File: src/rtl/axi_read_arb_pkg.sv
// Shared CPU-side definitions for the AXI read arbiter: FSM encoding,
// burst type and requester index assignments.
package axi_read_arb_pkg;

  typedef enum logic [1:0] {
    IDLE = 2'd0,
    ADDR = 2'd1,
    DATA = 2'd2
  } arb_state_t;

  localparam logic [1:0] AXI_BURST_INCR = 2'b01;

  localparam int unsigned ICACHE  = 0;
  localparam int unsigned DCACHE  = 1;
  localparam int unsigned UNCACHE = 2;

endpackage

File: src/rtl/axi_read_arb_rr.sv
// Combinational round-robin picker: first requester at or after ptr wins.
module rr_pick
  import axi_read_arb_pkg::*;
#(
  parameter int unsigned N  = 3,
  parameter int unsigned IW = (N > 1) ? $clog2(N) : 1
) (
  input  logic [N-1:0]  req,
  input  logic [IW-1:0] ptr,
  output logic [N-1:0]  onehot,
  output logic [IW-1:0] index
);

  // Scan from the farthest slot back toward ptr so the nearest requester is written last.
  always_comb begin
    onehot = '0;
    index  = '0;
    for (int unsigned k = 0; k < N; k++) begin
      int unsigned pos;
      pos = (32'(ptr) + N - 1 - k) % N;
      if (req[pos[IW-1:0]]) begin
        onehot                = '0;
        onehot[pos[IW-1:0]]   = 1'b1;
        index                 = pos[IW-1:0];
      end
    end
  end

endmodule

File: src/rtl/axi_read_arb.sv
// Single-outstanding AXI3 read arbiter: round-robin among N_MST requesters,
// forwards one AR, routes the R beats back to the granted requester.
module axi_read_arb
  import axi_read_arb_pkg::*;
#(
  parameter int unsigned N_MST = 3,
  parameter int unsigned LEN_W = 4
) (
  input  logic                   clk,
  input  logic                   rst,
  input  logic [N_MST-1:0]       m_arvalid,
  input  logic [N_MST*32-1:0]    m_araddr,
  input  logic [N_MST*LEN_W-1:0] m_arlen,
  input  logic [N_MST*3-1:0]     m_arsize,
  output logic [N_MST-1:0]       m_arready,
  output logic [N_MST-1:0]       m_rvalid,
  input  logic [N_MST-1:0]       m_rready,
  output logic [31:0]            m_rdata,
  output logic [1:0]             m_rresp,
  output logic                   m_rlast,
  output logic [3:0]             s_arid,
  output logic [31:0]            s_araddr,
  output logic [LEN_W-1:0]       s_arlen,
  output logic [2:0]             s_arsize,
  output logic [1:0]             s_arburst,
  output logic                   s_arvalid,
  input  logic                   s_arready,
  input  logic [31:0]            s_rdata,
  input  logic [1:0]             s_rresp,
  input  logic                   s_rlast,
  input  logic                   s_rvalid,
  output logic                   s_rready,
  output logic                   busy,
  output logic                   proto_err
);

  localparam int unsigned IW = (N_MST > 1) ? $clog2(N_MST) : 1;

  arb_state_t       r_state, w_next;
  logic [IW-1:0]    r_grant, r_rr_ptr, w_pick_idx, w_grant_inc;
  logic [N_MST-1:0] w_pick_onehot;
  logic [31:0]      r_addr, w_pick_addr;
  logic [LEN_W-1:0] r_len, w_pick_len, r_beat_cnt;
  logic [2:0]       r_size, w_pick_size;
  logic             w_r_hs;

  rr_pick #(
    .N  (N_MST),
    .IW (IW)
  ) u_rr_pick (
    .req    (m_arvalid),
    .ptr    (r_rr_ptr),
    .onehot (w_pick_onehot),
    .index  (w_pick_idx)
  );

  always_comb begin
    w_pick_addr = '0;
    w_pick_len  = '0;
    w_pick_size = '0;
    for (int unsigned i = 0; i < N_MST; i++) begin
      if (w_pick_onehot[i]) begin
        w_pick_addr = m_araddr[i*32 +: 32];
        w_pick_len  = m_arlen[i*LEN_W +: LEN_W];
        w_pick_size = m_arsize[i*3 +: 3];
      end
    end
  end

  assign w_grant_inc = (r_grant == IW'(N_MST - 1)) ? '0 : r_grant + 1'b1;
  // Uses m_rready directly rather than s_rready to keep the handshake free of output feedback.
  assign w_r_hs      = (r_state == DATA) && s_rvalid && m_rready[r_grant];

  always_ff @(posedge clk or posedge rst) begin
    if (rst) begin
      r_state    <= IDLE;
      r_grant    <= '0;
      r_rr_ptr   <= '0;
      r_beat_cnt <= '0;
      r_addr     <= '0;
      r_len      <= '0;
      r_size     <= '0;
    end else begin
      r_state <= w_next;
      case (r_state)
        IDLE: if (|m_arvalid) begin
          r_grant <= w_pick_idx;
          r_addr  <= w_pick_addr;
          r_len   <= w_pick_len;
          r_size  <= w_pick_size;
        end
        ADDR: if (s_arready) r_beat_cnt <= '0;
        DATA: if (w_r_hs) begin
          r_beat_cnt <= r_beat_cnt + 1'b1;
          if (s_rlast) r_rr_ptr <= w_grant_inc;
        end
        default: ;
      endcase
    end
  end

  always_comb begin
    w_next    = r_state;
    s_arvalid = 1'b0;
    m_arready = '0;
    m_rvalid  = '0;
    s_rready  = 1'b0;
    proto_err = 1'b0;
    case (r_state)
      IDLE: if (|m_arvalid) w_next = ADDR;
      ADDR: begin
        s_arvalid          = 1'b1;
        m_arready[r_grant] = s_arready;
        if (s_arready) w_next = DATA;
      end
      DATA: begin
        m_rvalid[r_grant] = s_rvalid;
        s_rready          = m_rready[r_grant];
        if (w_r_hs) begin
          proto_err = s_rlast != (r_beat_cnt == r_len);
          if (s_rlast) w_next = IDLE;
        end
      end
      default: w_next = IDLE;
    endcase
  end

  assign s_arid    = 4'(r_grant);
  assign s_araddr  = r_addr;
  assign s_arlen   = r_len;
  assign s_arsize  = r_size;
  assign s_arburst = AXI_BURST_INCR;
  assign busy      = (r_state != IDLE);
  assign m_rdata   = s_rdata;
  assign m_rresp   = s_rresp;
  assign m_rlast   = s_rlast;

endmodule

File: config.mk
export PLATFORM = sky130hd
export DESIGN_NAME = axi_read_arb
export DESIGN_NICKNAME = d
export VERILOG_FILES = /design/src/rtl/axi_read_arb_pkg.sv /design/src/rtl/axi_read_arb_rr.sv /design/src/rtl/axi_read_arb.sv
export SDC_FILE = /design/constraint.sdc
export NUM_CORES = 1
export LEC_CHECK = 0
export BUFFER_PORTS_ARGS = -buffer_cell sky130_fd_sc_hd__buf_2
export CAP_MARGIN = 5
export CORE_ASPECT_RATIO = 0.9
export CORE_MARGIN = 3
export CORE_UTILIZATION = 40
export CTS_CLUSTER_DIAMETER = 100
export DETAILED_ROUTE_END_ITERATION = 8
export PLACE_DENSITY = 0.81
export SYNTH_ARGS = -nofsm -noshare
export SYNTH_HDL_FRONTEND = slang
export SYNTH_SLANG_ARGS = --single-unit
File: constraint.sdc
create_clock -name clk -period 3 [get_ports clk]
set_input_delay 0.6 -clock clk [delete_from_list [all_inputs] [get_ports clk]]
set_output_delay 0.6 -clock clk [all_outputs]
set_load 0.05 [all_outputs]
* Word-level counts from Yosys, hierarchy flattened
Index checks and enable logic that the tools add are counted.
** Word-level totals
- Register bits :: 49
- Latch bits :: 0
- RAM bits :: 0
- ROM bits :: 0
- Input bits :: 162
- Output and inout bits :: 90
- Logic and storage cells :: 95
- Memories :: 0
** Operators by class
- $add $sub $neg :: 6
- Multipliers :: 0
- Divide/modulo/power cells :: 3
- Order comparisons :: 8
- Eq/ne operators :: 9
- Shift operators :: 0
- Multiplexer cells :: 46
- Bitwise gates (word level) :: 2
- Reductions and logical operators :: 14
** Operators by type and width (number)
- $mod A32 B2 Y32 const B :: 3
- $mux W32 :: 3
- $sub A32 B1 Y32 const B :: 1
- $sub A32 B2 Y32 const B :: 1
- $mux W3 :: 8
- $mux W4 :: 5
- $mux W2 :: 8
- $lt A2 B3 Y1 const B :: 4
- $mux W1 :: 12
- $bmux W1 S2 :: 4
- $demux W1 S2 :: 4
- $ge A2 B1 Y1 const B :: 4
- $ne A2 B2 Y1 const B :: 4
- $pmux W4 S2 :: 1
- $and A3 B3 Y3 :: 2
- $logic_and A1 B1 Y1 :: 6
- $pmux W2 S3 :: 1
- $reduce_and A3 Y1 :: 2
- $add A4 B1 Y4 const B :: 1
- $eq A2 B2 Y1 const B :: 2
- $eq A4 B4 Y1 :: 1
- $reduce_and A4 Y1 :: 1
- $reduce_bool A2 Y1 :: 2
- $sub A3 B1 Y4 const B :: 1
- other kinds (7) :: 7

* Logic depth before layout (Yosys ltp)
- Word-level depth :: 13
- Gate-level depth with buffers :: 11
- Gate-level depth less buffers :: 8

* Modules after synthesis
Synthesis repeated with hierarchy kept, for this count alone.
** Unflattened totals
- Cell total of the unflattened synthesis :: 361
- Area, all modules :: 3348.2 um2
** By module, submodules not included
- axi_read_arb :: times used 1, cells an instance 325, area an instance 3096.7 um2, seq. area each 1226.2 um2
- rr_pick :: times used 1, cells an instance 36, area an instance 251.5 um2, seq. area each 0.0 um2

* Worst setup path after synthesis
No wires, ideal clock.
- Path type :: register to output
- From :: reg r_state[1]
- To :: out m_arready[0]
- Arrival time :: 2588 ps
- Required time :: 2400 ps
- Path slack :: -188 ps
- Cell stages (with the launch flop) :: 4
- Buffers on the path :: 0
- Cell sequence :: dfrtp_1 -> nor2b_1 -> nand2_1 -> nor3_1
** On the way
- Word-level cells in the longest chain between the ends :: 2
** Ends and longest elaborated chain
- start: declaration :: line axi_read_arb.sv:39 : arb_state_t r_state, w_next;
- start signal: assignment :: line axi_read_arb.sv:84 : r_state <= w_next;
- $eq A2 B1 Y1 :: line axi_read_arb.sv:109 : case (r_state)
- $mux W3 :: line axi_read_arb.sv:109
- end: declaration :: line axi_read_arb.sv:15 : output logic [N_MST-1:0] m_arready,
No other way between the ends.

* Worst setup path in the final report
- From :: reg r_rr_ptr[0]
- To :: reg r_addr[6], in the netlist s_araddr[6]
** On the way
- Word-level cells in the longest chain between the ends :: 13
- Elaborated cells between the ends (all ways) :: 34
- Classes of those cells :: add/sub: 4; div: 3; order compare: 6; mux: 18; reduce/logical: 3
** Ends and longest elaborated chain
- start: declaration :: line axi_read_arb.sv:40 : logic [IW-1:0] r_grant, r_rr_ptr, w_pick_idx, w_grant_inc;
- start signal: assignment :: line axi_read_arb.sv:95 : if (s_rlast) r_rr_ptr <= w_grant_inc;
- $add A2 B2 Y3 * :: line axi_read_arb_rr.sv:20 : pos = (32'(ptr) + N - 1 - k) % N;
- $sub A3 B1 Y4 * :: line axi_read_arb_rr.sv:20
- $sub A32 B1 Y32 or $mod A32 B2 Y32 (tied branches) :: line axi_read_arb_rr.sv:20
- $mod A32 B2 Y32 (tied with other cells) :: line axi_read_arb_rr.sv:20
- $lt A2 B3 Y1 (not written as such) (tied with other cells) :: line axi_read_arb_rr.sv:23 : onehot[pos[IW-1:0]] = 1'b1;
- $logic_and A1 B1 Y1 (not written as such) or $mux W1 (tied branches) :: line axi_read_arb_rr.sv:23
- $mux W1 (not written as such) or $demux W1 S2 (tied branches)
- $demux W1 S2 or $mux W3 (tied branches)
- $mux W3 :: line axi_read_arb_rr.sv:21 : if (req[pos[IW-1:0]]) begin
- $mux W3 * :: line axi_read_arb_rr.sv:21
- $mux W32 (2 in a row) :: line axi_read_arb.sv:62 : if (w_pick_onehot[i]) begin
- $mux W32 * :: line axi_read_arb.sv:62
- end signal: assignment :: line axi_read_arb.sv:88 : r_addr <= w_pick_addr;
- end: declaration :: line axi_read_arb.sv:42 : logic [31:0] r_addr, w_pick_addr;
Every way passes the cells marked *; elsewhere a longest branch is shown, timed or not. The select of a mux whose other input is x is not followed.
A chain may end at the register's enable or synchronous reset.

==> run_results.csv <==
group,metric,value,unit
logic_synthesis,synth_edf_count,0,
floorplan,fp-row-count,32,
power_and_ir_drop,vdd_drop_max,0.556,mV
logic_synthesis,synth_compound_area_frac,0.314,
worst_setup_path,r2r_start,"r_rr_ptr[0]",
placement,gp_congestion,0.817,
sta,rsz0062_at_grt,"false",
logic_synthesis,ys_warn_count,0,
global_route,grt_overflow,0,
logic_synthesis,synthFlopType,"dfrtp_1",
worst_setup_path,arrival,3.02,ns
logic_synthesis,yosysMostFrequentCell,"o21ai_0",
logic_synthesis,ys_types,41,
global_route,grt_pass1_vias,3857,
sta,period_share,0.948,
floorplan,core_area,0.00865,mm²
routing,antenna_left,0,
cells_and_area,final_core_util,0.515,
worst_setup_path,worstSetupStartpoint,"r_rr_ptr[0]",
clock_tree,tritoncts,"yes",
worst_setup_path,cp.required,3.18,ns
power_and_ir_drop,power.density,1340,mW/mm²
sta,worst_pin_slew,0.793,ns
logic_synthesis,synth-xor-area-share,0.0171,
routing,first_pass_iters,4,
placement,hpwlAfterDp,8700,µm
hold_path,hp-class,"in2async",
global_route,grt_pass1_wl,19100,µm
worst_setup_path,startpoint_type,"flip-flop",
logic_synthesis,synth_top_area_share,0.342,
worst_setup_path,crit_path_end_kind,"flip-flop",
clock_tree,cts_made_buffers,5,
clock_tree,htreeDepth,2,
floorplan,ioPinCount,252,
sta,setup_slack,0.156,ns
floorplan,initial_utilization,0.415,
sta,setup_viol_count_final,0,
floorplan,die_h,95.9,µm
worst_setup_path,worstPathMaxFanout,39,
sta,hold_viol,0,
power_and_ir_drop,p_leak,0.00213,µW
cells_and_area,instances_no_fill,707,
job,max_cap_violations,0,
cells_and_area,drive_gt1_frac,0.364,
logic_synthesis,synth.cell_area,0.00359,mm²
power_and_ir_drop,p_total,5950,µW
logic_synthesis,synth_simple_gate_area_frac,0.142,
logic_synthesis,ys_seq_area_frac,0.342,
worst_setup_path,r2r_setup_slack,0.16,ns
routing,drt_iter0_drc,268,
clock_tree,cts_setup_buffers,0,
placement,dp.cells,697,
logic_synthesis,ys_ff_latch,49,
sta,max_slew_margin,0.471,
sta,skew,0.00551,ns
logic_synthesis,syn-instance-count,467,
sta,finalMaxSlewViolations,0,
clock_tree,clock_sinks,49,
cells_and_area,design_area,0.00446,mm²
logic_synthesis,synthMuxAreaShare,0.0216,
floorplan,die_x,106,µm
routing,vias,4023,
logic_synthesis,synth_top_family_by_area,"compound AO/OA/AOI/OAI gates",
cells_and_area,diodes,0,
clock_tree,clk_latency,0.30,ns
global_route,grt_max_degree,40,
routing,drc,0,
logic_synthesis,synth_area_leaders,"dfrtp_1 34%, o21ai_0 16%, a311oi_1 9.5%, buf_4 8.8%, nand2_1 5.4%",
worst_setup_path,path_class,"reg2reg",
worst_setup_path,r2r_cells,7,
logic_synthesis,avgSynthCellArea,7.69,µm²
placement,pre_cts_ws,-0.0451,ns
sta,fin_crit,2.84,ns
run_status,status,"finished clean",
logic_synthesis,yosys.area.top_type,"dfrtp_1",
logic_synthesis,synth_adder_area_share,0.0174,
placement,post_dp_cell_area,0.00430,mm²
routing,routedWlPerCell,17.8,µm
logic_synthesis,synth-async-reset-ratio,1.00,
cells_and_area,area_growth,24.1,%
routing,vias_per_cell,5.69,
clock_tree,ctsLongestPathBuffers,2,
global_route,grt.total_usage,0.232,
cells_and_area,finalNetCount,754,
global_route,antenna_found_initial,0,
worst_setup_path,cp-endpoint,"s_araddr[6]",
placement,io_buffers,179,
floorplan,fp.dieArea,0.0101,mm²
worst_setup_path,regToRegEndpoint,"s_araddr[6]",
clock_tree,cts-root-buf,"clkbuf_8",
clock_tree,hold_buffers,0,
routing,drt_wl_total,12600,µm
logic_synthesis,ys_top_cells_by_count,"115 x o21ai_0, 52 x nand2_1, 51 x nor2_1",
sta,fmax,352,MHz
clock_tree,clkTransAtPathRegs,0.09,ns
[per-stage QoR]
stage               hold WS (ns)  setup TNS (ns)
global route               0.343               0
detailed placement         0.465         -0.0451
CTS                        0.327               0
global placement           0.458               0
finish                     0.326               0
floorplan                  0.481               0
[power by group]
part | total (µW) | internal [µW] | switching (µW) | leakage, µW
clock | 501 | 272 | 229 | 0.0000585
sequential | 1160 | 952 | 210 | 0.000625
combinational | 4290 | 1230 | 3060 | 0.00144
total | 5950 | 2450 | 3500 | 0.00213
[cell usage in the layout (no fill, tap or decap), types with 2 or more instances in the layout]
cell type / count
a311oi_1: 39
o21bai_4: 2
buf_4: 9
nor2b_1: 3
ha_1: 4
mux2_4: 2
o21ai_0: 115
nor2_1: 50
conb_1: 4
nand2_1: 52
nor3_1: 2
buf_2: 179
clkbuf_8: 6
o22ai_1: 2
o21ai_1: 10
nand2b_1: 4
dfrtp_1: 49
inv_1: 7
nand3_1: 2
xor2_1: 6
a21oi_4: 2
or2_2: 4
a21oi_1: 6
mux2i_1: 3
[registers in the layout (all words and copies together) (netlist names)]
| signal | count |
|---|---|
| r_beat_cnt | 4 |
| r_grant | 2 |
| r_rr_ptr | 2 |
| s_araddr | 32 |
| s_arsize | 3 |
| r_state | 2 |
| s_arlen | 4 |
[area by class of cell]
class / count / area, µm²
clock buffer: 7 / 86.3
clock inverter: 1 / 30.0
fill: 874 / 4190
inverter: 8 / 30.0
multi-input combinational: 334 / 1950
sequential: 49 / 1230
tap: 119 / 149
timing repair buffer: 189 / 983
[logic make-up (layout without fill, tap and decap cells)]
family,after synthesis,count (layout)
multiplexers,7,7
other,2,4
XOR/XNOR,7,7
buffers and inverters,88,205
adder cells (fa/ha/maj),5,5
flip-flops,49,49
AO/OA/AOI/OAI,186,188
AND/OR/NAND/NOR,123,123
[worst max-delay path: stages, from the launching register on]
cell,delay (ns)
dfrtp_1,0.43
inv_1,0.11
ha_2,0.35
mux2i_1,0.26
o22a_2,0.46
mux2_4,0.54
a311oi_1,0.43
o21ai_0,0.14
[worst min-delay path by stage]
| stage | slack (ns) | startpoint | endpoint | cells after the start |
|---|---|---|---|---|
| CTS | 0.33 | rst | s_araddr[1] | 2 |
| global placement | 0.46 | s_araddr[29] | s_araddr[29] | 2 |
| global route | 0.34 | rst | s_araddr[3] | 2 |
| finish | 0.33 | rst | s_araddr[11] | 2 |
| detailed placement | 0.47 | s_arsize[2] | s_arsize[2] | 2 |
| floorplan | 0.48 | r_state[1] | r_state[0] | 1 |
[timing repair]
item	in CTS	in global routing
hold endpoints to repair	0	0
setup endpoints to repair	1	39
gates cloned	0	2
resized for setup	1	3
pin swaps	0	1
[metal layers]
layer / global-route usage / wire length [µm]
met1: 0.304 / 5100
met2: 0.399 / 6110
met3: 0.0463 / 1210
met4: 0.0572 / 155
met5: 0 / 0
Power figures use the tool's default switching activity.
